### config.mk
export PLATFORM = sky130hd
export DESIGN_NAME = alu_seq
export DESIGN_NICKNAME = d
export VERILOG_FILES = /design/src/rtl/alu_seq.sv
export SDC_FILE = /design/constraint.sdc
export NUM_CORES = 1
export LEC_CHECK = 0
export BUFFER_PORTS_ARGS = -buffer_cell sky130_fd_sc_hd__buf_2
export CORE_MARGIN = 10
export CORE_UTILIZATION = 45
export CTS_BUF_LIST = sky130_fd_sc_hd__clkbuf_8 sky130_fd_sc_hd__clkbuf_16
export DETAILED_ROUTE_END_ITERATION = 10
export PLACE_DENSITY_LB_ADDON = 0.1
export REMOVE_ABC_BUFFERS = 1
export SETUP_SLACK_MARGIN = 0.02
export SYNTH_ARGS = -nofsm -noshare
export SYNTH_HDL_FRONTEND = slang
export SYNTH_SLANG_ARGS = --single-unit
export TNS_END_PERCENT = 20
### constraint.sdc
create_clock -name clk -period 2 [get_ports clk]
set_input_delay 0.1 -clock clk [delete_from_list [all_inputs] [get_ports clk]]
set_output_delay 0.1 -clock clk [all_outputs]
set_load 0.02 [all_outputs]
### src/rtl/alu_seq.sv
// alu_seq: runs a W-bit operation through an external 4-bit ALU one nibble
// per cycle. Slice carries ripple from one nibble to the next. The carry of
// the final slice is kept so that a later command can chain from it.
module alu_seq #(
  parameter int NIBBLES = 2
) (
  input  logic                   clk,
  input  logic                   reset,
  // command channel
  input  logic                   cmd_valid,
  output logic                   cmd_ready,
  input  logic [4*NIBBLES-1:0]   cmd_a,
  input  logic [4*NIBBLES-1:0]   cmd_b,
  input  logic [1:0]             cmd_op,
  input  logic                   cmd_l,
  input  logic                   cmd_cin,
  input  logic                   cmd_chain,
  // 4-bit ALU interface
  output logic [3:0]             alu_a,
  output logic [3:0]             alu_b,
  output logic                   alu_c_in,
  output logic [1:0]             alu_op,
  output logic                   alu_l,
  input  logic [3:0]             alu_r,
  input  logic                   alu_c_out,
  input  logic                   alu_zero,
  input  logic                   alu_sign,
  // result channel
  output logic                   res_valid,
  input  logic                   res_ready,
  output logic [4*NIBBLES-1:0]   res_r,
  output logic                   res_c_out,
  output logic                   res_zero,
  output logic                   res_sign
);

  localparam int W     = 4 * NIBBLES;
  localparam int IDX_W = (NIBBLES > 1) ? $clog2(NIBBLES) : 1;

  typedef enum logic [1:0] {
    S_IDLE = 2'd0,
    S_RUN  = 2'd1,
    S_DONE = 2'd2
  } state_t;

  state_t             r_state;
  state_t             w_state_next;
  logic [IDX_W-1:0]   r_idx;

  // Command copy taken at acceptance.
  logic [W-1:0]       r_a;
  logic [W-1:0]       r_b;
  logic [1:0]         r_op;
  logic               r_l;
  logic               r_cin;

  logic               r_slice_carry;   // carry out of the slice just processed
  logic               r_saved_carry;   // carry out of the last completed operation
  logic               r_zero_acc;      // AND of the zero flags seen so far

  logic [W-1:0]       r_res_r;
  logic               r_res_c_out;
  logic               r_res_zero;
  logic               r_res_sign;

  logic               w_accept;
  logic               w_last;
  logic [3:0]         w_a_nib;
  logic [3:0]         w_b_nib;

  assign w_accept = (r_state == S_IDLE) && cmd_valid;
  assign w_last   = (r_idx == IDX_W'(NIBBLES - 1));
  assign w_a_nib  = r_a[4*r_idx +: 4];
  assign w_b_nib  = r_b[4*r_idx +: 4];

  assign res_r     = r_res_r;
  assign res_c_out = r_res_c_out;
  assign res_zero  = r_res_zero;
  assign res_sign  = r_res_sign;

  // State register.
  // NOTE: sequential state uses non-blocking assignments so that every flop
  // samples pre-edge values regardless of the order of the always blocks.
  always_ff @(posedge clk) begin
    if (reset) r_state <= S_IDLE;
    else       r_state <= w_state_next;
  end

  // Next-state logic: one RUN cycle per nibble; DONE is held until the result is taken.
  always_comb begin
    // NOTE: the default assignment comes first so that no path through the
    // case statement leaves the signal unassigned, which would infer a latch.
    w_state_next = r_state;
    case (r_state)
      S_IDLE:  if (cmd_valid) w_state_next = S_RUN;
      S_RUN:   if (w_last)    w_state_next = S_DONE;
      S_DONE:  if (res_ready) w_state_next = S_IDLE;
      default: w_state_next = S_IDLE;
    endcase
  end

  // Output logic: handshakes follow the state; the ALU sees the current slice only in RUN.
  always_comb begin
    cmd_ready = (r_state == S_IDLE);
    res_valid = (r_state == S_DONE);
    alu_a     = 4'h0;
    alu_b     = 4'h0;
    alu_c_in  = 1'b0;
    alu_op    = 2'b00;
    alu_l     = 1'b0;
    if (r_state == S_RUN) begin
      alu_a  = w_a_nib;
      alu_b  = w_b_nib;
      alu_op = r_op;
      alu_l  = r_l;
      if (r_idx == '0) alu_c_in = r_cin;
      else             alu_c_in = r_l ? 1'b0 : r_slice_carry;
    end
  end

  // Command operand capture.
  // NOTE: the operand copy has no reset. It is loaded on every acceptance and
  // is read only in RUN, so its value after reset is never observed.
  always_ff @(posedge clk) begin
    if (w_accept) begin
      r_a  <= cmd_a;
      r_b  <= cmd_b;
      r_op <= cmd_op;
      r_l  <= cmd_l;
    end
  end

  // Slice sequencing, result assembly, and carry bookkeeping.
  always_ff @(posedge clk) begin
    if (reset) begin
      r_idx         <= '0;
      r_cin         <= 1'b0;
      r_slice_carry <= 1'b0;
      r_saved_carry <= 1'b0;
      r_zero_acc    <= 1'b1;
      r_res_r       <= '0;
      r_res_c_out   <= 1'b0;
      r_res_zero    <= 1'b0;
      r_res_sign    <= 1'b0;
    end else begin
      case (r_state)
        S_IDLE: begin
          if (cmd_valid) begin
            r_cin      <= cmd_chain ? r_saved_carry : cmd_cin;
            r_idx      <= '0;
            r_zero_acc <= 1'b1;
          end
        end
        S_RUN: begin
          r_res_r[4*r_idx +: 4] <= alu_r;
          r_slice_carry         <= alu_c_out;
          r_zero_acc            <= r_zero_acc & alu_zero;
          if (w_last) begin
            r_res_sign    <= alu_sign;
            r_res_c_out   <= alu_c_out;
            r_res_zero    <= r_zero_acc & alu_zero;
            r_saved_carry <= alu_c_out;
          end else begin
            r_idx <= r_idx + 1'b1;
          end
        end
        default: ;
      endcase
    end
  end

endmodule

## Word level (Yosys, flattened, before mapping)

Index checks and enable logic that the tools add are counted.

- Add/subtract/negate cells: 2
- Equal/unequal tests: 5
- Shift operators: 4
- Multiplexer cells: 18
- Bitwise logic cells: 1
- Reduce and logical (&&, ||, !) cells: 7

Operators with widths:

| kind | count |
|---|---|
| 3-bit negation with 34-bit output | 1 |
| 4-bit by 34-bit variable shift with 8-bit output, first input constant | 1 |
| 4-bit by 34-bit indexed part select with 8-bit output | 1 |
| 8-bit by 4-bit indexed part select with 4-bit output | 2 |
| 8-bit bitwise mux | 1 |
| 1-bit two-way mux | 8 |
| 2-bit two-way mux | 4 |
| 4-bit two-way mux | 2 |
| 2-bit one-hot mux with 3 select lines | 1 |
| 2-bit AND reduction | 3 |
| 2-bit != test, second input constant | 2 |
| 1-bit one-hot mux with 2 select lines | 2 |
| 3-bit AND reduction | 1 |
| 2-bit by 1-bit equality test with 1-bit output, second input constant | 1 |
| 2-bit equality test, second input constant | 1 |
| 2-bit zero test | 1 |
| 2-bit by 1-bit != test with 1-bit output, second input constant | 1 |
| 2-bit nonzero test | 1 |
| 1-bit adder, second input constant | 1 |
| 1-bit bitwise AND | 1 |
| 1-bit logical AND | 1 |

- Bits in registers: 36
- Input bits: 32

## Depth between registers and ports, before layout

- Depth after elaboration: 3
- Mapped depth: 6
- Gate-level depth less buffers: 3

## Worst setup path before layout

OpenSTA, ideal clock, no wires.

- Path kind: flip-flop to flip-flop
- Start point: reg r_state[1]
- End point: reg r_a[0], enable pin
- Arrival time: 1.333 ns
- Required time: 1.604 ns
- Slack: 0.271 ns
- Cell stages (with the launch flop): 3
- Path through: dfxtp_1 buf_6 nor3b_2

- Longest elaborated chain between the ends: 2

Ends and longest elaborated chain:

| element | RTL line | text |
|---|---|---|
| from (decl) | 46 | `state_t r_state;` |
| from (signal assigned) | 86 | `else r_state <= w_state_next;` |
| 2-bit zero test | 71 | `assign w_accept = (r_state == S_IDLE) && cmd_valid;` |
| 1-bit logical AND | 71 |  |
| via w_accept | 66 | `logic w_accept;` |
| to (signal assigned) | 126 | `r_a <= cmd_a;` |
| to (decl) | 51 | `logic [W-1:0] r_a;` |

The timed path passes the listed nets, and every way through them passes these cells.
A chain may end at the register's enable or synchronous reset.

## Worst setup path in the final report

- Start point: reg r_state[0]
- End point: out alu_a[3]

- Longest elaborated chain between the ends: 2

Ends and longest elaborated chain:

| element | RTL line | text |
|---|---|---|
| 2-bit by 1-bit equality test with 1-bit output | 111 | `if (r_state == S_RUN) begin` |
| 4-bit two-way mux | 111 |  |
| to (decl) | 19 | `output logic [3:0] alu_a,` |

Every way passes these cells.

==> metrics.md <==
| Metric | Value |
|---|---|
| Unrepaired setup endpoints after global routing | no |
| Crit Path Class | reg2out |
| Psw | 0.384 mW |
| VDD IR-drop max | 0.585 mV |
| Pleak | 0.863 nW |
| Met2 Usage GRT | 0.201 |
| Synth Area in XOR/XNOR | 0 |
| Most numerous cell in the Yosys netlist | edfxtp_1 |
| Register area share after synthesis | 0.665 |
| Multiplexer share of the synthesized area | 0.0438 |
| Final hold vios | 0 |
| Simple-gate portion of the synthesized area | 0.138 |
| Htree depth | 2 |
| Clock buffer count from CTS | 5 |
| Startpoint Class | flip-flop |
| Post-synthesis adder-cell area fraction | 0 |
| Register bit count reported by yosys | 36 |
| Least-Margin Pin Slew | 0.364 ns |
| Drt wl/cell | 15.0 um |
| Int Power | 1.25 mW |
| Hold Path End | res_sign |
| Combinational power share | 0.141 |
| Switch share | 0.235 |
| Nets@finish | 218 |
| Root buffer cell | clkbuf_8 |
| Ranking of synthesized cells by area | edfxtp_1 (42%), dfxtp_1 (25%), a22o_1 (5.1%) |
| Post-synthesis to final-layout area growth | 42.5% |
| Clock latency on the worst-skew pair | 0.29 ns |
| Maxcap violations | 0 |
| ANT nets after route | 0 |
| Gr usage total | 0.122 |
| Largest family of logic cells by synthesized area | simple AND/OR/NAND/NOR gates |
| Overflow after GRT | 0 |
| Critical-path top delay cell | dfxtp_1 |
| Post-CTS Setup Inserts | 0 |
| Final setup skew | 0.00252 ns |
| Rows | 19 |
| First-pass GRT wire length | 5.06 mm |
| Die width | 75.2 um |
| Fmax | 549 MHz |
| Fill cell count | 212 |
| Crit path max fanout | 8 |
| Core area | 2830 um2 |
| Hold/Removal Path Class | in2reg |
| Core Util, Final | 0.690 |
| # port buffers | 56 |
| Synth async-reset ratio | 0 |
| Top FF cell, synth | edfxtp_1 |
| Synth cell count leaders | edfxtp_1 (19), dfxtp_1 (17), nand2_1 (13), nor2_1 (10), a21oi_1 (9) |
| TritonCTS clock tree | built |
| Status | finished clean |
| Buffers & Inverters on Critical Path | 2 |
| Full die area | 5650 um2 |
| Die Y | 75.2 um |
| WHS Path Cells | 3 |
| Compound-Gate Fraction of Synth Area | 0.107 |
| Grt peak-use layer | met2 |
| Clock share of power | 0.338 |
| Slowest stage delay, CP | 0.49 ns |
| Largest net degree at the start of global routing | 23 |
| Final setup fails | 0 |
| Tmin final | 1.82 ns |
| ANT cells | 0 |
| Post-synth EDFFs | 19 |
| Initial drt markers | 40 |
| Share of power burned in registers | 0.521 |
| Slew Limit Fails | 0 |
| Area taken by multi-input logic gates | 402 um2 |
| GP Congestion | 0.719 |
| Grt met3 use | 0.0710 |
| RR Startpoint | r_state[0] |
| Largest delay share family, worst path | flip-flops |
| Mapped Avg Cell Area | 12.7 um2 |
| Synthesized area | 1370 um2 |
| Power Density | 835 nW/um2 |
| Library cells used by synthesis | 24 |
| Synth top area share | 0.416 |
| CP endpoint kind | output port |
| Detailed-route wire length | 3.28 mm |
| Cells after synthesis | 108 |
| Critical path cell sequence | nor3b_4 > buf_4 > a22o_1 > buf_2 |
| Period utilization | 0.911 |
| Total number of vias | 1082 |
| Setup TNS | 0 ns |
| Rel. slew slack | 0.757 |
| Critical Path AT | 1.72 ns |
| Layout cells sized above 1 | 0.369 |
| Drt first pass iters | 4 |
| Reg clk slew, reported paths | 0.07 ns |
| Reg2Reg Depth | 4 |
| Initial antenna violation count | 0 |
| DRC violations left | 0 |
| Synth area leader | edfxtp_1 |
| M1 GR Usage | 0.123 |
| Vias in the first global route | 1081 |
| I/O Pins | 57 |
| DP HPWL | 2.29 mm |
| Clk sinks | 36 |
| Warnings from Yosys | 0 |
| Register area | 911 um2 |
| WP data required | 1.90 ns |
| Starting Density | 0.484 |
| Reg-to-Reg End | res_r[1] |
| Worst hold path startpoint | alu_sign |
| Via density per instance | 4.96 |
| Reg2reg setup slack | 0.50 ns |
| Clock Path Buffers | 2 |
worst max path at each step:
| stage | from | endpoint | slack, ns | depth (start not counted) |
|---|---|---|---|---|
| 3_3_place_gp | r_state[0] | alu_a[1] | 0.52 | 4 |
| 2_1_floorplan | r_state[1] | r_a[0] | 0.29 | 1 |
| 3_5_place_dp | r_state[0] | alu_b[1] | 0.48 | 4 |
| 6_report | r_state[0] | alu_a[3] | 0.18 | 4 |
| 4_1_cts | r_state[0] | alu_b[1] | 0.15 | 4 |
| 5_1_grt | r_state[0] | alu_a[2] | 0.03 | 4 |
cells in the final DEF, fill, tap and decap left out, drive strengths merged, types with 2 or more instances in the layout:
| master | count |
|---|---|
| nor2 | 11 |
| nor2b | 2 |
| nand2b | 2 |
| dfxtp | 17 |
| nand2 | 13 |
| edfxtp | 19 |
| clkbuf | 7 |
| buf | 59 |
| inv | 3 |
| a21oi | 9 |
| a22o | 8 |
| and2 | 3 |
| mux2i | 6 |
| nor3b | 2 |
| dlygate4sd3 | 19 |
power groups by stage:
stage / Combinational [mW] / Clock (mW) / Sequential (mW)
5_1_grt: 0.251 / 0.598 / 0.853
3_5_place_dp: 0.202 / 0 / 0.866
2_1_floorplan: 0.103 / 0 / 0.873
3_3_place_gp: 0.199 / 0 / 0.864
6_report: 0.229 / 0.551 / 0.850
4_1_cts: 0.231 / 0.561 / 0.850
what timing repair did:
action / CTS / global route
hold buffers: 19 / 0
resized for setup: 0 / 0
endpoints found under the setup margin: 0 / 0
hold endpoints to repair: 19 / 0
area by class of cell:
cell class | count | area share
Clock buffer | 7 | 0.0494
Sequential cell | 36 | 0.467
Inverter | 2 | 0.00385
Multi-Input combinational cell | 63 | 0.206
Timing Repair Buffer | 78 | 0.253
Clock inverter | 1 | 0.00192
Tap cell | 31 | 0.0199
flip-flops by register name, summed over array words and instances (netlist names):
| signal | flops |
|---|---|
| r_a | 8 |
| r_b | 8 |
| res_r | 8 |
| r_op | 2 |
| r_state | 2 |
| r_cin | 1 |
| r_idx | 1 |
| r_l | 1 |
| r_slice_carry | 1 |
| r_zero_acc | 1 |
| res_c_out | 1 |
| res_sign | 1 |
| res_zero | 1 |
worst min-delay path: stages:
cell,delay (ns)
buf_2,0.10
nand2_1,0.05
a21oi_1,0.05
logic make-up after synthesis:
logic type	after synthesis
flip-flops	36
AND/OR/NAND/NOR	36
AO/OA/AOI/OAI	21
buffers and inverters	9
multiplexers	6
layer usage:
layer,share of wire,vias up
met4,0.016,0
met2,0.51,45
met1,0.36,496
li1,-,535
met5,0,-
met3,0.12,6
metrics by stage:
stage | hold WS (ns) | instance area (um2) | power (mW) | setup WS (ns) | instances
detailed placement | 0.278 | 1660 | 1.07 | 0.478 | 191
CTS | 0.0485 | 1950 | 1.64 | 0.153 | 218
global route | 0.0553 | 1950 | 1.70 | 0.0268 | 218
finish | 0.0547 | 1950 | 1.63 | 0.178 | 218
global placement | 0.276 | 1660 | 1.06 | 0.522 | 191
floorplan | 0.167 | 1310 | 0.975 | 0.292 | 101
Note: power is estimated with default switching activity, not from simulation.
